--- src/rtl/wb_arbiter.sv ---
// Writeback arbiter: merges pipeline results (A) and long-latency results (B, FIFO-buffered) into the RF write port.
// Latency: 1 cycle from selection to rf_write_*; B entries wait in a DEPTH-entry FIFO until A leaves a slot.
// Backpressure: b_ready_o low while the FIFO is full; a_ready_o low for one cycle once the FIFO head has lost STARVE_LIMIT times.
// Optional feature macro: WB_FORWARD_EN adds qN_fwd_valid_o/qN_fwd_data_o forwarding from the output stage.
module wb_arbiter #(
    parameter int DEPTH        = 4,
    parameter int STARVE_LIMIT = 8
) (
    input  logic        clk_i,
    input  logic        rst_i,
    input  logic        a_valid_i,
    output logic        a_ready_o,
    input  logic [4:0]  a_addr_i,
    input  logic [31:0] a_data_i,
    input  logic        b_valid_i,
    output logic        b_ready_o,
    input  logic [4:0]  b_addr_i,
    input  logic [31:0] b_data_i,
    input  logic [4:0]  q1_addr_i,
    output logic        q1_hit_o,
    input  logic [4:0]  q2_addr_i,
    output logic        q2_hit_o,
`ifdef WB_FORWARD_EN
    output logic        q1_fwd_valid_o,
    output logic [31:0] q1_fwd_data_o,
    output logic        q2_fwd_valid_o,
    output logic [31:0] q2_fwd_data_o,
`endif
    output logic        rf_write_enable_o,
    output logic [4:0]  rf_write_addr_o,
    output logic [31:0] rf_write_data_o
);

    localparam int PW = $clog2(DEPTH);
    localparam int CW = PW + 1;
    localparam int SW = $clog2(STARVE_LIMIT + 1);

    typedef struct packed {
        logic [4:0]  addr;
        logic [31:0] data;
    } wb_ent_t;

    wb_ent_t         mem [DEPTH];
    logic [PW-1:0]   wr_ptr;
    logic [PW-1:0]   rd_ptr;
    logic [CW-1:0]   count;
    logic [SW-1:0]   starve_cnt;
    logic [SW-1:0]   starve_nxt;

    logic            fifo_empty;
    logic            a_fire;
    logic            b_fire;
    logic            pop;
    logic            sel_vld;
    wb_ent_t         sel;
    logic            q1_fifo;
    logic            q2_fifo;
    logic            q1_out;
    logic            q2_out;

    // Handshakes depend only on registered count/starvation state, never on a same-cycle pop.
    always_comb begin
        fifo_empty = (count == '0);
        b_ready_o  = (count != CW'(DEPTH));
        a_ready_o  = !((starve_cnt == SW'(STARVE_LIMIT)) && !fifo_empty);
        a_fire     = a_valid_i && a_ready_o;
        b_fire     = b_valid_i && b_ready_o;
        pop        = !a_fire && !fifo_empty;
    end

    // Port A always wins when it transfers; otherwise the FIFO head drains.
    always_comb begin
        sel_vld = a_fire || pop;
        sel     = mem[rd_ptr];
        if (a_fire) begin
            sel = '{addr: a_addr_i, data: a_data_i};
        end
    end

    // Starvation counter: counts A wins over a non-empty FIFO, clears on any pop or when empty.
    always_comb begin
        starve_nxt = starve_cnt;
        if (pop || fifo_empty) begin
            starve_nxt = '0;
        end else if (a_fire && (starve_cnt != SW'(STARVE_LIMIT))) begin
            starve_nxt = starve_cnt + SW'(1);
        end
    end

    // FIFO storage; contents need no reset because count gates validity.
    always_ff @(posedge clk_i) begin
        if (b_fire) begin
            mem[wr_ptr] <= '{addr: b_addr_i, data: b_data_i};
        end
    end

    // FIFO pointers, occupancy and starvation state.
    always_ff @(posedge clk_i) begin
        if (rst_i) begin
            wr_ptr     <= '0;
            rd_ptr     <= '0;
            count      <= '0;
            starve_cnt <= '0;
        end else begin
            if (b_fire) begin
                wr_ptr <= wr_ptr + PW'(1);
            end
            if (pop) begin
                rd_ptr <= rd_ptr + PW'(1);
            end
            case ({b_fire, pop})
                2'b10:   count <= count + CW'(1);
                2'b01:   count <= count - CW'(1);
                default: count <= count;
            endcase
            starve_cnt <= starve_nxt;
        end
    end

    // Registered write port; x0 writes complete the handshake but never enable the RF write.
    always_ff @(posedge clk_i) begin
        if (rst_i) begin
            rf_write_enable_o <= 1'b0;
            rf_write_addr_o   <= '0;
            rf_write_data_o   <= '0;
        end else begin
            rf_write_enable_o <= sel_vld && (sel.addr != 5'd0);
            if (sel_vld) begin
                rf_write_addr_o <= sel.addr;
                rf_write_data_o <= sel.data;
            end
        end
    end

    // Hazard lookup across valid FIFO entries (oldest at rd_ptr) and the output stage.
    always_comb begin
        q1_fifo = 1'b0;
        q2_fifo = 1'b0;
        for (int i = 0; i < DEPTH; i++) begin
            if (CW'(i) < count) begin
                if (mem[rd_ptr + PW'(i)].addr == q1_addr_i) q1_fifo = 1'b1;
                if (mem[rd_ptr + PW'(i)].addr == q2_addr_i) q2_fifo = 1'b1;
            end
        end
        q1_out = rf_write_enable_o && (rf_write_addr_o == q1_addr_i);
        q2_out = rf_write_enable_o && (rf_write_addr_o == q2_addr_i);
    end

`ifdef WB_FORWARD_EN
    // Output-stage matches are forwarded instead of stalling; only FIFO matches still report a hit.
    always_comb begin
        q1_hit_o       = (q1_addr_i != 5'd0) && q1_fifo;
        q2_hit_o       = (q2_addr_i != 5'd0) && q2_fifo;
        q1_fwd_valid_o = (q1_addr_i != 5'd0) && q1_out;
        q2_fwd_valid_o = (q2_addr_i != 5'd0) && q2_out;
        q1_fwd_data_o  = rf_write_data_o;
        q2_fwd_data_o  = rf_write_data_o;
    end
`else
    // Any in-flight write to the queried register is a hit.
    always_comb begin
        q1_hit_o = (q1_addr_i != 5'd0) && (q1_fifo || q1_out);
        q2_hit_o = (q2_addr_i != 5'd0) && (q2_fifo || q2_out);
    end
`endif

endmodule

--- config.mk ---
export PLATFORM = sky130hd
export DESIGN_NAME = wb_arbiter
export DESIGN_NICKNAME = d
export VERILOG_FILES = /design/src/rtl/wb_arbiter.sv
export SDC_FILE = /design/constraint.sdc
export NUM_CORES = 1
export LEC_CHECK = 0
export ABC_CLOCK_PERIOD_IN_PS = 2100
export BUFFER_PORTS_ARGS = -buffer_cell sky130_fd_sc_hd__buf_2
export CORE_UTILIZATION = 50
export CTS_CLUSTER_DIAMETER = 100
export DETAILED_ROUTE_END_ITERATION = 16
export PLACE_DENSITY = 0.79
export SKIP_LAST_GASP = 1
export SYNTH_ARGS = -nofsm -noshare
export SYNTH_HDL_FRONTEND = slang
export SYNTH_SLANG_ARGS = --single-unit
--- constraint.sdc ---
create_clock -name clk_i -period 2.1 [get_ports clk_i]
set_input_delay 0.21 -clock clk_i [delete_from_list [all_inputs] [get_ports clk_i]]
set_output_delay 0.21 -clock clk_i [all_outputs]
set_load 0.05 [all_outputs]
Word-level counts from Yosys, hierarchy flattened

Memories as Yosys holds them, arrays and structs flattened. A register that Yosys moved wholly into a read port is not among the register bits.
Index checks and enable logic that the tools add are counted.

Add/subtract/negate cells: 7
Order comparisons: 4
Reduce and logical (&&, ||, !) cells: 23
Equality and inequality tests: 15
Multiplexer cells: 22

Operators by type and width:

| operator            | number |
|---|---|
| $eq 5x5->1          | 10 |
| $mux 37             | 1 |
| $mux 1              | 18 |
| $reduce_bool 5->1   | 3 |
| $logic_and 1x1->1   | 10 |
| $lt 1x3->1 const A  | 2 |
| $lt 2x3->1 const A  | 2 |
| $pmux 3 s2          | 1 |
| $add 2x1->2 const B | 2 |
| $add 2x2->2 const B | 2 |
| $add 4x1->4 const B | 1 |
| $eq 4x4->1 const B  | 1 |
| $logic_or 1x1->1    | 4 |
| $mux 2              | 2 |
| $ne 4x4->1 const B  | 1 |
| $add 3x1->3 const B | 1 |
| $logic_not 1->1     | 3 |
| $logic_not 3->1     | 1 |
| $ne 3x3->1 const B  | 1 |
| $sub 3x1->3 const B | 1 |
| $eq 2x1->1 const B  | 1 |
| $eq 2x2->1 const B  | 1 |
| $reduce_bool 2->1   | 1 |
| $reduce_or 2->1     | 1 |

Input bits: 88
Memory bits (writable): 148
Word-level logic and storage cells: 79
Memories: 1
Register bits: 49

Memories:

| memory | words | bits a word | rd ports | clocked after Yosys merged registers in | wr ports | RTL line | RTL |
|---|---|---|---|---|---|---|---|
| mem    | 4     | 37          | 4        | 1                                       | 1        | 43       | `wb_ent_t mem [DEPTH];` |

Logic depth before layout (Yosys ltp)

Gate-level depths: netlist (run 1).

Depth after elaboration: 11
Depth in mapped cells: 10
Gate-level depth less buffers: 9

Worst setup path before layout (run 1)

Ideal clock, no wire load.

Path type: register -> output
Start: register rd_ptr[1]
End: output q1_hit_o
Arrival: 2488 ps
Buffers on the path: 2
Stages on the path, launching flop included: 9
Slack: -598 ps
Cell sequence: dfxtp_1 buf_2 buf_2 mux4_2 xor2_1 nor4_1 nand3_1 o311a_1 a21oi_1

Word-level cells in the longest chain between the ends: 11

Ends and longest elaborated chain:

| item                     | RTL line | RTL |
|---|---|---|
| start: declaration       | 45       | `logic [PW-1:0] rd_ptr;` |
| start signal: assignment | 109      | `rd_ptr <= rd_ptr + PW'(1);` |
| $add 2x1->2              | 141      | `if (mem[rd_ptr + PW'(i)].addr == q1_addr_i) q1_fifo = 1'b1;` |
| $mem_v2 4x37 *           | -        |  |
| $eq 5x5->1               | 141      |  |
| $mux 1                   | 141      |  |
| $mux 1                   | 140      | `if (CW'(i) < count) begin` |
| $mux 1                   | 141      |  |
| $mux 1                   | 140      |  |
| $mux 1                   | 141      |  |
| $mux 1 *                 | 140      |  |
| $logic_or 1x1->1 *       | 162      | `q1_hit_o = (q1_addr_i != 5'd0) && (q1_fifo \|\| q1_out);` |
| $logic_and 1x1->1 *      | 162      |  |
| end: declaration         | 20       | `output logic q1_hit_o,` |

Mark *: on every way between the ends. The rest lies on a longest branch, timed or not.

Final worst setup path (run 1)

Start: register rd_ptr[0]
End: output q2_hit_o

Word-level cells in the longest chain between the ends: 11

Ends and longest elaborated chain:

| item                | RTL line | RTL |
|---|---|---|
| $add 2x1->2         | 142      | `if (mem[rd_ptr + PW'(i)].addr == q2_addr_i) q2_fifo = 1'b1;` |
| $mem_v2 4x37 *      | -        |  |
| $eq 5x5->1          | 142      |  |
| $mux 1              | 142      |  |
| $mux 1              | 140      |  |
| $mux 1              | 142      |  |
| $mux 1              | 140      |  |
| $mux 1              | 142      |  |
| $mux 1 *            | 140      |  |
| $logic_or 1x1->1 *  | 163      | `q2_hit_o = (q2_addr_i != 5'd0) && (q2_fifo \|\| q2_out);` |
| $logic_and 1x1->1 * | 163      |  |
| end: declaration    | 22       | `output logic q2_hit_o,` |

Marked as above.

==> results.cfg, run 1 <==
[cts]
cts_tree = built
clk_pin_slew_ns = 0.06
cts_buffers = 17
clockRootBuffer = clkbuf_16
clock_sinks = 199
clk_path_buf_depth = 2
insertion_delay_ns = 0.43
htree_levels = 4

[power_and_ir_drop]
p_per_area_nw_per_um2 = 1160
peakVddDrop_v = 0.000998
finalPower_mw = 12.6
p_leak_nw = 4.08

[placed_design]
portBuffers = 129
gp_congestion = 0.895
post-place-ws_ns = -0.455
dp_hpwl_um = 13300

[floorplanning]
start_util_pct = 51.9
die_w_um = 134
num_io_pins = 130
design.core.area_um2 = 16800
row_count = 47
dieArea_um2 = 18000
die_h_um = 134

[worst_setup_path]
worstSetupStartpointType = flip-flop
startpoint = rd_ptr[0]
cp_top_family = multiplexers
r2r_slack_ns = 0.05
cp.arrival_ns = 2.53
r2r_start = count[1]
crit_path_end = q2_hit_o
worstPathRequired_ns = 1.89
max_stage_delay_ns = 0.60
cp.depth = 8
cp_max_fo = 8
rr_endpoint = count[2]
endpoint_kind = primary output
crit_slowest_cell = mux4_1
r2r_cells = 7
path_cells = buf_4 > mux4_1 > xnor2_1 > nand4_1 > or3_1 > nand3_2 > o22a_4 > buf_8
crit_buf_inv = 2
crit_type = flip-flop to primary output

[grt]
grt_use_total_pct = 23.2
grt-ovfl-total = 0
grt_pass1_wl_um = 31000
grt_pass1_vias = 5792
grt_max_degree = 47
antenna_found_initial = 3

[sta]
rsz0062_at_grt = yes
fin_crit_ns = 2.74
finalHoldViolCount = 0
worstMarginPinSlew_ns = 0.607
slew_headroom_pct = 59.5
period_share_pct = 130
fmax_mhz = 365
finalClockSkew_ns = 0.0132
finalWorstSetupSlack_ns = -0.636
drv_slew = 0
setup_violations = 2

[logic_synthesis]
ys.flop_type = edfxtp_1
yosysMostFrequentCell = edfxtp_1
synth_common_cells = edfxtp_1, nor2_1, dfxtp_1
synth_edf_count = 148
yosys_warnings = 0
synth_top_area_share_pct = 50.9
synth_cell_types = 37
synth_async_sr_flop_share_pct = 0
syn-num-nets = 655
syn_area_um2 = 8730
yosysSeqAreaShare_pct = 62.6
yosysTopAreaCell = edfxtp_1
ys_ff_latch = 199
avgSynthCellArea_um2 = 15.7
synth_cells = 556
synth_area_leaders = edfxtp_1, mux4_2, dfxtp_1, mux2i_1, xor2_1

[detailed_routing]
via_count = 5461
ant_nets = 0
wire_per_inst_um = 20.1
first_pass_iters = 4
dr.first_iter.drc_count = 294
vias_per_cell = 5.60
post-route-drc-count = 0
wl_um = 19600

[outcome]
violations = negative setup slack
status = complete, but fails checks

[layout]
drive_gt1_share_pct = 36.1
syn_to_final_growth_pct = 24.5
fin_nets = 840

[min_path]
whs_path_depth = 1
hp-class = input port to flip-flop

[job]
cap_violations = 0
## how the worst min path moves through the flow
stage	start	end	slack, ns
2_1_floorplan	b_data_i[0]	mem[0][0]	0.31
4_1_cts	b_addr_i[2]	mem[3][34]	0.001
5_1_grt	b_addr_i[2]	mem[3][34]	0.01
3_3_place_gp	b_data_i[30]	mem[3][30]	0.42
6_report	b_addr_i[2]	mem[3][34]	0.02
3_5_place_dp	b_data_i[18]	mem[2][18]	0.43
## logic make-up after synthesis
group,count (synthesis),share of synthesized area (%)
flip-flops,199,62.6
AO/OA/AOI/OAI,55,4.49
multiplexers,94,18.2
AND/OR/NAND/NOR,92,4.92
adder cells (fa/ha/maj),11,1.58
XOR/XNOR,57,5.72
buffers and inverters,48,2.48
## where the power goes
| group | total, mW | switching [mW] | internal, mW | leakage [nW] |
|---|---|---|---|---|
| registers | 5.07 | 0.306 | 4.77 | 1.78 |
| clock network | 3.22 | 1.41 | 1.81 | 0.279 |
| logic | 4.33 | 2.53 | 1.79 | 2.01 |
| total | 12.6 | 4.25 | 8.37 | 4.08 |
## routing by layer
layer  track usage (%)  up-vias  share of wire (%)
met2              41.0      205                 52
met5                 0        -               0.11
met3              5.63       32                6.0
met1              27.4     2703                 40
li1                  -     2517                  -
met4              8.86        4                2.3
## cells in the final DEF (no fill, tap or decap), types with 5 or more instances in the layout
master	synthesis	final
edfxtp_1	148	148
buf_2	8	127
nor2_1	52	52
mux4_2	48	49
dfxtp_1	51	46
mux2i_1	42	41
a211oi_1	39	39
buf_4	3	37
dlygate4sd3_1	0	35
xor2_1	34	33
xnor2_1	23	23
clkbuf_16	0	17
ha_1	11	11
inv_1	8	8
nand3_1	7	6
a21oi_1	8	6
nor4_1	7	5
## final cells by class
cell class | count | area [um^2]
fill | 1224 | 5950
sequential | 199 | 5480
multi-input combinational | 309 | 3120
timing repair buffer | 206 | 1370
clock buffer | 21 | 450
tap | 220 | 275
clock inverter | 11 | 136
inverter | 8 | 30.0
antenna | 1 | 2.50
## sequential cells by signal, summed over array words and instances (netlist names), named ones only
register	flops
mem	148
rf_write_data_o	32
rf_write_addr_o	5
starve_cnt	4
count	3
rd_ptr	2
wr_ptr	2
rf_write_enable_o	1
## what timing repair did
item	CTS	global route
hold endpoints to repair	137	0
resized for setup	11	7
pin swaps	4	7
setup endpoints to repair	3	23
hold buffers	35	0
buffers inserted	1	2
## stage by stage
step / hold WS (ns) / utilization (%) / instances / cell area (um^2) / setup TNS (ns)
detailed placement: 0.425 / 58.5 / 904 / 9840 / -0.869
global route: 0.0132 / 64.6 / 975 / 10900 / -2.28
finish: 0.0159 / 64.6 / 975 / 10900 / -1.25
CTS: 0.00136 / 64.3 / 972 / 10800 / -1.27
global placement: 0.419 / 58.5 / 904 / 9840 / -0.758
floorplan: 0.309 / - / 556 / 8770 / -0.109
## worst register-to-register path, stage by stage, from the launching register on
cell	delay (ns)
dfxtp_1	0.31
inv_1	0.09
ha_1	0.25
nor2b_1	0.34
a21oi_2	0.12
ha_1	0.38
or3_1	0.37
a21oi_1	0.14
Power figures use the tool's default switching activity.
==> run 2, diff against run 1 <==
--- a/config.mk
+++ b/config.mk
@@ -7,10 +7,12 @@
 export LEC_CHECK = 0
 export ABC_CLOCK_PERIOD_IN_PS = 2100
 export BUFFER_PORTS_ARGS = -buffer_cell sky130_fd_sc_hd__buf_2
-export CORE_UTILIZATION = 50
+export CELL_PAD_IN_SITES_DETAIL_PLACEMENT = 1
+export CELL_PAD_IN_SITES_GLOBAL_PLACEMENT = 1
+export CORE_UTILIZATION = 43
 export CTS_CLUSTER_DIAMETER = 100
 export DETAILED_ROUTE_END_ITERATION = 16
-export PLACE_DENSITY = 0.79
+export PLACE_DENSITY = 0.81
 export SKIP_LAST_GASP = 1
 export SYNTH_ARGS = -nofsm -noshare
 export SYNTH_HDL_FRONTEND = slang
==> results.cfg, run 2 (synthesis results as in run 1) <==
[layout]
stdcell_count = 1016
fillerInstances = 1954
layout_common_cells = edfxtp_1, buf_2, nor2_1
drive_gt1_share_pct = 36.2
antenna_cells = 0
largest_register_ffs = 148
fin_util_pct = 55.6
layout_commonest_cell = edfxtp_1
reg.largest.list = mem x148, rf_write_data_o x32, rf_write_addr_o x5
fin_nets = 837
syn_to_final_growth_pct = 25.1
max_flop_register = mem
fin_area_um2 = 10900

[cts]
clk_path_buf_depth = 2
cts_tree = built
clk_pin_slew_ns = 0.07
clock_sinks = 199
insertion_delay_ns = 0.43
htree_levels = 4
cts_buffers = 17
clockRootBuffer = clkbuf_16

[detailed_routing]
vias_per_cell = 5.44
ant_nets = 0
first_pass_iters = 5
dr.first_iter.drc_count = 349
wire_per_inst_um = 21.8
via_count = 5528
post-route-drc-count = 0
wl_um = 22100

[floorplanning]
die_h_um = 144
num_io_pins = 130
design.core.area_um2 = 19700
start_util_pct = 44.4
dieArea_um2 = 20900
row_count = 51
die_w_um = 144

[outcome]
status = complete, but fails checks
violations = negative setup slack

[grt]
grt_max_degree = 53
grt_pass1_wl_um = 33300
grt_pass1_vias = 6003
grt-ovfl-total = 0
grt_use_total_pct = 21.9
antenna_found_initial = 2

[worst_setup_path]
crit_slowest_cell = mux4_2
worstPathRequired_ns = 1.89
cp_max_fo = 4
cp.arrival_ns = 2.55
max_stage_delay_ns = 0.56
r2r_slack_ns = 0.04
worstSetupStartpointType = flip-flop
path_cells = mux4_2 > xor2_1 > nor4_2 > nand3_1 > o311a_1 > a21oi_4 > buf_6
cp_top_family = multiplexers
crit_type = flip-flop to primary output
endpoint_kind = primary output
crit_buf_inv = 1

[sta]
finalWorstSetupSlack_ns = -0.662
holdWs_ns = 0.0201
drv_slew = 0
finalClockSkew_ns = 0.0113
worstMarginPinSlew_ns = 0.574
finalHoldViolCount = 0
slew_headroom_pct = 61.7
fin_crit_ns = 2.76
period_share_pct = 132
fmax_mhz = 362
rsz0062_at_grt = yes
setup_violations = 2

[placed_design]
post-place-ws_ns = -0.462
portBuffers = 129
gp_congestion = 0.884
dp_hpwl_um = 14800
post_dp_cell_area_um2 = 9850
dpl.cell_count = 943

[min_path]
hp-class = input port to flip-flop

[power_and_ir_drop]
peakVddDrop_v = 0.000651
p_leak_nw = 4.08
p_per_area_nw_per_um2 = 1160

[job]
cap_violations = 0
-- run 2: final cells by class --
| cell class | count | area (um^2) | share of cell area, % |
|---|---|---|---|
| repair buffers | 203 | 1360 | 12.5 |
| inverters | 8 | 30.0 | 0.275 |
| flip-flops and latches | 199 | 5480 | 50.2 |
| clock inverters | 15 | 151 | 1.39 |
| multi-input cells | 309 | 3140 | 28.7 |
| well taps | 265 | 332 | 3.04 |
| clock buffers | 17 | 425 | 3.90 |
-- run 2: through the flow --
stage | power [mW] | setup TNS [ns]
final | 12.6 | -1.31
after global routing | 13.2 | -1.64
after CTS | 12.7 | -1.30
after detailed placement | 9.37 | -1.03
after global placement | 9.16 | -0.723
after floorplan | 8.16 | -0.109
-- run 2: routing by layer --
layer / part of all wire (%) / wire [um] / up-vias / track usage, %
li1: - / - / 2506 / -
met3: 4.6 / 1020 / 32 / 4.34
met4: 1.5 / 342 / 4 / 6.76
met5: 0.12 / 26 / - / 0
met1: 41 / 9180 / 2810 / 26.8
met2: 52 / 11600 / 176 / 38.9
-- run 2: timing repair --
item                       4_1_cts  5_1_grt
hold buffers                    32        0
hold endpoints to repair       128        0
pin swaps                        1        3
setup endpoints to repair       12        6
cloned                           0        1
buffers inserted                 8        0
resized for setup               12        9
-- run 2: power breakdown --
| part | internal (mW) | switching [mW] | total (mW) | leakage, nW |
|---|---|---|---|---|
| logic | 1.74 | 2.59 | 4.33 | 2.02 |
| clock network | 1.76 | 1.43 | 3.19 | 0.280 |
| registers | 4.77 | 0.340 | 5.11 | 1.78 |
| total | 8.27 | 4.35 | 12.6 | 4.08 |
-- run 2: worst paths after layout --
kind,start,end,cells past startpoint
hold / removal,b_data_i[0],mem[2][0],1
hold reg to reg,rf_write_data_o[23],rf_write_data_o[23],2
setup / recovery,mem[0][36],q1_hit_o,7
setup reg to reg,count[1],count[2],7
